## src/rtl/alu_muldiv_seq.sv

```systemverilog
// rtl/alu_muldiv_seq.sv - multi-cycle unsigned multiply/divide sequencer driving a shared Alu16
//
// Runs a 16x16 shift-add multiply or a 16/16 restoring divide, one Alu16 pass per
// step. Only the control bits and operands go out to the ALU; its sum comes back on
// i_alu_out. Alu16 does not report the adder carry, so it is rebuilt here from the
// operand and result MSBs.
//
// Ports:
//   i_clk, i_rst_n          clock (rising edge), asynchronous active-low reset
//   i_start, i_op           request (sampled only in IDLE); 0 = multiply, 1 = divide
//   i_a, i_b                multiplicand/dividend, multiplier/divisor
//   o_busy                  high whenever not IDLE
//   o_done                  one-cycle pulse; results are valid from this cycle on
//   o_result_lo/hi          product[15:0]/[31:16] or quotient/remainder
//   o_div_by_zero           set with done for a divide by zero
//   o_alu_zx..o_alu_no      Alu16 control bits
//   o_alu_x, o_alu_y        Alu16 operands
//   i_alu_out               Alu16 result, same cycle
//   i_alu_zr, i_alu_ng      Alu16 flags, reserved
module alu_muldiv_seq #(
    parameter int WIDTH = 16,
    parameter int CNT_W = 5
) (
    input  logic             i_clk,
    input  logic             i_rst_n,
    input  logic             i_start,
    input  logic             i_op,
    input  logic [WIDTH-1:0] i_a,
    input  logic [WIDTH-1:0] i_b,
    output logic             o_busy,
    output logic             o_done,
    output logic [WIDTH-1:0] o_result_lo,
    output logic [WIDTH-1:0] o_result_hi,
    output logic             o_div_by_zero,
    output logic             o_alu_zx,
    output logic             o_alu_nx,
    output logic             o_alu_zy,
    output logic             o_alu_ny,
    output logic             o_alu_f,
    output logic             o_alu_no,
    output logic [WIDTH-1:0] o_alu_x,
    output logic [WIDTH-1:0] o_alu_y,
    input  logic [WIDTH-1:0] i_alu_out,
    input  logic             i_alu_zr,
    input  logic             i_alu_ng
);

    localparam logic [1:0] S_IDLE = 2'd0;
    localparam logic [1:0] S_MUL  = 2'd1;
    localparam logic [1:0] S_DIV  = 2'd2;
    localparam logic [1:0] S_DONE = 2'd3;

    logic [1:0]       r_state;
    logic [CNT_W-1:0] r_count;
    // r_opnd holds M (multiply) or D (divide); r_hi/r_lo hold P_hi/P_lo or R/Q.
    logic [WIDTH-1:0] r_opnd;
    logic [WIDTH-1:0] r_hi;
    logic [WIDTH-1:0] r_lo;
    logic [WIDTH-1:0] r_result_lo;
    logic [WIDTH-1:0] r_result_hi;
    logic             r_div_by_zero;

    logic [WIDTH-1:0] w_rs;
    logic             w_ov;
    logic [WIDTH-1:0] w_y_eff;
    logic             w_carry;
    logic             w_borrow;
    logic             w_qb;
    logic [WIDTH-1:0] w_hi_nxt;
    logic [WIDTH-1:0] w_lo_nxt;
    logic             w_last;
    logic             w_unused;

    assign w_unused = ^{i_alu_zr, i_alu_ng};

    // Divide: remainder shifted left with the next dividend bit. The bit shifted
    // out of R is the 17th bit of Rs; if set, Rs >= D regardless of the subtract.
    assign w_rs = {r_hi[WIDTH-2:0], r_lo[WIDTH-1]};
    assign w_ov = r_hi[WIDTH-1];

    // The carry must use the addend the ALU actually sees: with zy set the ALU
    // adds zero, not M.
    assign w_y_eff  = r_lo[0] ? r_opnd : '0;
    assign w_carry  = (r_hi[WIDTH-1] & w_y_eff[WIDTH-1])
                    | ((r_hi[WIDTH-1] | w_y_eff[WIDTH-1]) & ~i_alu_out[WIDTH-1]);
    assign w_borrow = (~w_rs[WIDTH-1] & r_opnd[WIDTH-1])
                    | (~(w_rs[WIDTH-1] ^ r_opnd[WIDTH-1]) & i_alu_out[WIDTH-1]);
    assign w_qb     = w_ov | ~w_borrow;

    always_comb begin
        w_hi_nxt = r_hi;
        w_lo_nxt = r_lo;
        if (r_state == S_MUL) begin
            w_hi_nxt = {w_carry, i_alu_out[WIDTH-1:1]};
            w_lo_nxt = {i_alu_out[0], r_lo[WIDTH-1:1]};
        end else if (r_state == S_DIV) begin
            w_hi_nxt = w_qb ? i_alu_out : w_rs;
            w_lo_nxt = {r_lo[WIDTH-2:0], w_qb};
        end
    end

    assign w_last = (r_count == CNT_W'(WIDTH - 1));

    // ALU drive is a pure decode of state; idle passes x through (x & ~0).
    always_comb begin
        o_alu_x  = '0;
        o_alu_y  = '0;
        o_alu_zx = 1'b0;
        o_alu_nx = 1'b0;
        o_alu_zy = 1'b1;
        o_alu_ny = 1'b1;
        o_alu_f  = 1'b0;
        o_alu_no = 1'b0;
        case (r_state)
            S_MUL: begin
                o_alu_x  = r_hi;
                o_alu_y  = r_opnd;
                o_alu_zy = ~r_lo[0];
                o_alu_ny = 1'b0;
                o_alu_f  = 1'b1;
            end
            S_DIV: begin
                // ~(~x + y) = x - y
                o_alu_x  = w_rs;
                o_alu_y  = r_opnd;
                o_alu_nx = 1'b1;
                o_alu_zy = 1'b0;
                o_alu_ny = 1'b0;
                o_alu_f  = 1'b1;
                o_alu_no = 1'b1;
            end
            default: ;
        endcase
    end

    always_ff @(posedge i_clk or negedge i_rst_n) begin
        if (!i_rst_n) begin
            r_state       <= S_IDLE;
            r_count       <= '0;
            r_opnd        <= '0;
            r_hi          <= '0;
            r_lo          <= '0;
            r_result_lo   <= '0;
            r_result_hi   <= '0;
            r_div_by_zero <= 1'b0;
        end else begin
            case (r_state)
                S_IDLE: begin
                    if (i_start) begin
                        r_div_by_zero <= 1'b0;
                        r_count       <= '0;
                        if (!i_op) begin
                            r_opnd  <= i_a;
                            r_hi    <= '0;
                            r_lo    <= i_b;
                            r_state <= S_MUL;
                        end else if (i_b != '0) begin
                            r_opnd  <= i_b;
                            r_hi    <= '0;
                            r_lo    <= i_a;
                            r_state <= S_DIV;
                        end else begin
                            r_lo          <= {WIDTH{1'b1}};
                            r_hi          <= i_a;
                            r_result_lo   <= {WIDTH{1'b1}};
                            r_result_hi   <= i_a;
                            r_div_by_zero <= 1'b1;
                            r_state       <= S_DONE;
                        end
                    end
                end
                S_MUL, S_DIV: begin
                    r_hi    <= w_hi_nxt;
                    r_lo    <= w_lo_nxt;
                    r_count <= r_count + CNT_W'(1);
                    if (w_last) begin
                        // Results are captured on entry to DONE so they are valid
                        // in the same cycle as the done pulse.
                        r_result_lo <= w_lo_nxt;
                        r_result_hi <= w_hi_nxt;
                        r_state     <= S_DONE;
                    end
                end
                default: begin
                    r_state <= S_IDLE;
                end
            endcase
        end
    end

    assign o_busy        = (r_state != S_IDLE);
    assign o_done        = (r_state == S_DONE);
    assign o_result_lo   = r_result_lo;
    assign o_result_hi   = r_result_hi;
    assign o_div_by_zero = r_div_by_zero;

endmodule

```

## config.mk

```make
export PLATFORM = sky130hd
export DESIGN_NAME = alu_muldiv_seq
export DESIGN_NICKNAME = d
export VERILOG_FILES = /design/src/rtl/alu_muldiv_seq.sv
export SDC_FILE = /design/constraint.sdc
export NUM_CORES = 1
export LEC_CHECK = 0
export CAP_MARGIN = 20
export CORE_ASPECT_RATIO = 1.2
export CORE_MARGIN = 3
export CORE_UTILIZATION = 45
export DETAILED_ROUTE_END_ITERATION = 7
export HOLD_SLACK_MARGIN = 0.15
export PLACE_DENSITY = 0.71
export SLEW_MARGIN = 0
export SYNTH_ARGS = -nofsm -noshare
export SYNTH_HDL_FRONTEND = slang
export SYNTH_SLANG_ARGS = --single-unit
```

## constraint.sdc

```tcl
create_clock -name i_clk -period 4.6 [get_ports i_clk]
set_input_delay 0.69 -clock i_clk [delete_from_list [all_inputs] [get_ports i_clk]]
set_output_delay 0.69 -clock i_clk [all_outputs]
set_load 0.1 [all_outputs]
```

==> out/qor.yml <==
sta:
  finalSetupViolCount: 0
  fin_worst_skew_ps: 6.09
  setup_slack_ps: 1310
  number_of_max_slew_violations_in_the_final_report: 0
  fin_crit_sh_pct: 71.5
  maximum_achievable_frequency_mhz: 304
  final.min_clock_period_ps: 3290
  timing.max_slew.rel_slack_pct: 33.6
  worst_pin_slew_ps: 993
  setup-tns-final_ps: 0
  final.hold.worst_slack_ps: 254
  timing.final.hold_violations: 0
  rsz0062_at_grt: "no"
synth:
  seq_total_area_yosys_pct: 40.3
  yosys.area_share.simple_pct: 13.8
  synth_edf_count: 0
  synth_compound_area_share_pct: 22.9
  synthesis.nets: 622
  dominant_combinational_cell_family_by_area_after_synthesis: "compound AO/OA/AOI/OAI gates"
  synth.yosys.warnings: 0
  ys_dominant_reg_cell: "sky130_fd_sc_hd__dfrtp_1"
  synth.ff_latch_count: 88
  synth_area_per_cell_um2: 9.73
  synth_async_sr_flop_share_pct: 100
  synth_cells: 561
  yosys.area_share.adder_pct: 1.60
  post_synth_xor_area_fraction_pct: 0
  netlist-cell-type-count: 49
  synth.mux.area_fraction_pct: 16.3
  mappedNetlistArea_um2: 5460
clocking:
  setup_buffers_after_cts: 0
  cts_tree: "yes"
  numClockSinks: 88
  cts.reportedPaths.clkPinSlew_ps: 70
  number_of_buffers_between_clock_root_and_the_deepest_sink: 2
  clock_tree.root_cell: "sky130_fd_sc_hd__clkbuf_16"
  cts-buffers-inserted: 9
  worstSkewPairLatency_ps: 350
  total_of_hold_buffers_inserted_after_clock_tree_synthesis: 0
  ctsResizeCount: 0
  cts_htree_levels: 3
grt:
  vias_in_the_first_global_route: 4858
  largest_net_degree_at_the_start_of_global_routing: 89
  grt_util_all_layers_pct: 24.4
  grt-ovfl-total: 0
  number_of_antenna_violations_at_the_first_check_in_global_routing: 0
  grt_pass1_wl_um: 26000
setup_path:
  start_kind: "flip-flop"
  arrival_ps: 2600
  worst_ep_required_time_ps: 3910
  timing_worst_setup_path_type: "reg -> out"
  worstSetupEndpointType: "output pin"
  crit_chain: "inv_1 > ha_2 > clkdlybuf4s50_1"
  crit_path_max_incr_delay_ps: 1230
  critical-path-slowest-cell: "sky130_fd_sc_hd__clkdlybuf4s50_1"
  critical_path_fanouts_max: 20
  critical_path.top_delay_family: "buffers and inverters"
  critical_path_buf_inv_count: 2
route:
  totalWireLength_um: 16300
  num_vias: 5052
  drc: 0
  dr.pass1.iters: 5
  drtAntennaViolNets: 0
  wire_per_inst_um: 20.0
  drt-vias-per-instance: 6.18
  initialDrtViolationCount: 444
die:
  fp.dieH_um: 127
  die_x_um: 107
  ios: 127
  area_of_the_core_region_um2: 11700
  initial_utilization_pct: 46.6
  die_area_um2: 13500
  core.rowCount: 43
layout:
  nNetsFinal: 717
  antenna_cells: 0
  post_route_cells_drive_above_1_share_pct: 18.9
  area.growth.synth_to_final_pct: 30.4
  layout.cells.non_filler: 818
status:
  outcome: "completed"
placement:
  gp_routability_congestion: 0.939
  hpwlAfterDp_um: 11400
  place.port_buffers: 123
  post-place-ws_ps: 1270
  numPlacedInstances: 800
min_path:
  hp-class: "in -> async"
run:
  max_cap_viol_count: 0
-- cells in the mapped netlist (7+ instances only) --
library cell               count  area (um^2)
sky130_fd_sc_hd__a21oi_1      38          190
sky130_fd_sc_hd__a221o_1      15          150
sky130_fd_sc_hd__a221oi_1     16          140
sky130_fd_sc_hd__a22o_1       16          140
sky130_fd_sc_hd__a22oi_1      15          113
sky130_fd_sc_hd__a31oi_1      16          100
sky130_fd_sc_hd__and2_1       17          106
sky130_fd_sc_hd__clkbuf_1     38          143
sky130_fd_sc_hd__dfrtp_1      88         2200
sky130_fd_sc_hd__ha_1          7         87.6
sky130_fd_sc_hd__inv_1         7         26.3
sky130_fd_sc_hd__mux2_2       37          417
sky130_fd_sc_hd__mux2_4       10          150
sky130_fd_sc_hd__mux2i_1      31          310
sky130_fd_sc_hd__nand2_1      42          158
sky130_fd_sc_hd__nand3b_1     15          113
sky130_fd_sc_hd__nor2_1       54          203
sky130_fd_sc_hd__o21ai_0      36          180
sky130_fd_sc_hd__o221ai_1     17          149
-- layer usage --
metal  part of all wire [%]  wire (um)  global-route usage [%]  vias up
li1                       -          -                       -     2299
met1                     43       6970                    33.4     2492
met2                     47       7750                    38.3      233
met3                    7.4       1210                    5.19       28
met4                    2.5        414                    8.95        0
met5                      0          0                       0        -
-- path summary, 6_finish.rpt --
check / from / end / slack [ps] / depth (start not counted)
hold / removal: i_rst_n / r_lo[6]$_DFFE_PN0N_ / 250 / 1
hold reg to reg: r_count[4]$_DFFE_PN0N_ / r_count[4]$_DFFE_PN0N_ / 480 / 2
min in group i_clk: r_count[4]$_DFFE_PN0N_ / r_count[4]$_DFFE_PN0N_ / 480 / 2
setup / recovery: r_state[0]$_DFFE_PN0P_ / o_alu_no / 1310 / 3
setup reg to reg: r_state[0]$_DFFE_PN0P_ / o_result_hi[7]$_DFFE_PN0P_ / 1520 / 8
max in group asynchronous: i_rst_n / r_hi[10]$_DFFE_PN0N_ / 3700 / 2
-- stage by stage --
| stage | util, % | area, um^2 |
|---|---|---|
| 6_report | 60.7 | 7120 |
| 5_1_grt | 60.7 | 7120 |
| 4_1_cts | 60.3 | 7070 |
| 3_5_place_dp | 57.7 | 6770 |
| 3_3_place_gp | 57.7 | 6770 |
| 2_1_floorplan | - | 5460 |
-- layout by cell type (no fill, tap or decap), types with 15 or more instances in the layout --
| cell type | Yosys | layout |
|---|---|---|
| sky130_fd_sc_hd__a221o_1 | 15 | 15 |
| sky130_fd_sc_hd__o221ai_1 | 17 | 17 |
| sky130_fd_sc_hd__nand2_1 | 42 | 42 |
| sky130_fd_sc_hd__nand3b_1 | 15 | 15 |
| sky130_fd_sc_hd__and2_1 | 17 | 17 |
| sky130_fd_sc_hd__o21ai_0 | 36 | 36 |
| sky130_fd_sc_hd__mux2i_1 | 31 | 31 |
| sky130_fd_sc_hd__a221oi_1 | 16 | 16 |
| sky130_fd_sc_hd__a22oi_1 | 15 | 15 |
| sky130_fd_sc_hd__buf_4 | 4 | 37 |
| sky130_fd_sc_hd__clkdlybuf4s50_1 | 0 | 86 |
| sky130_fd_sc_hd__a31oi_1 | 16 | 15 |
| sky130_fd_sc_hd__a22o_1 | 16 | 16 |
| sky130_fd_sc_hd__dfrtp_1 | 88 | 88 |
| sky130_fd_sc_hd__mux2_2 | 37 | 37 |
| sky130_fd_sc_hd__a21oi_1 | 38 | 38 |
| sky130_fd_sc_hd__nor2_1 | 54 | 53 |
-- area by class of cell --
| cell class | count | area [um^2] |
|---|---|---|
| clock buffer | 11 | 243 |
| clock inverter | 5 | 56.3 |
| fill | 1043 | 4610 |
| inverter | 8 | 30.0 |
| multi-input combinational | 413 | 3000 |
| sequential | 88 | 2200 |
| tap | 157 | 196 |
| timing repair buffer | 136 | 1400 |
-- state kept, by name, summed over array words and instances, names as in the netlist --
name / flops
o_div_by_zero: 1
r_hi: 16
r_state: 2
r_opnd: 16
r_count: 5
r_lo: 16
o_result_hi: 16
o_result_lo: 16
-- cell families (layout without fill, tap and decap cells) --
logic type,Yosys count,in the layout
compound gates,177,177
fa+ha+maj,7,7
buf+inv,60,160
flops,88,88
mux,79,79
other cells,1,1
simple gates,149,149
Power is not shown: default switching activity piles up to over one toggle a cycle in this logic, so the estimate is an artifact.
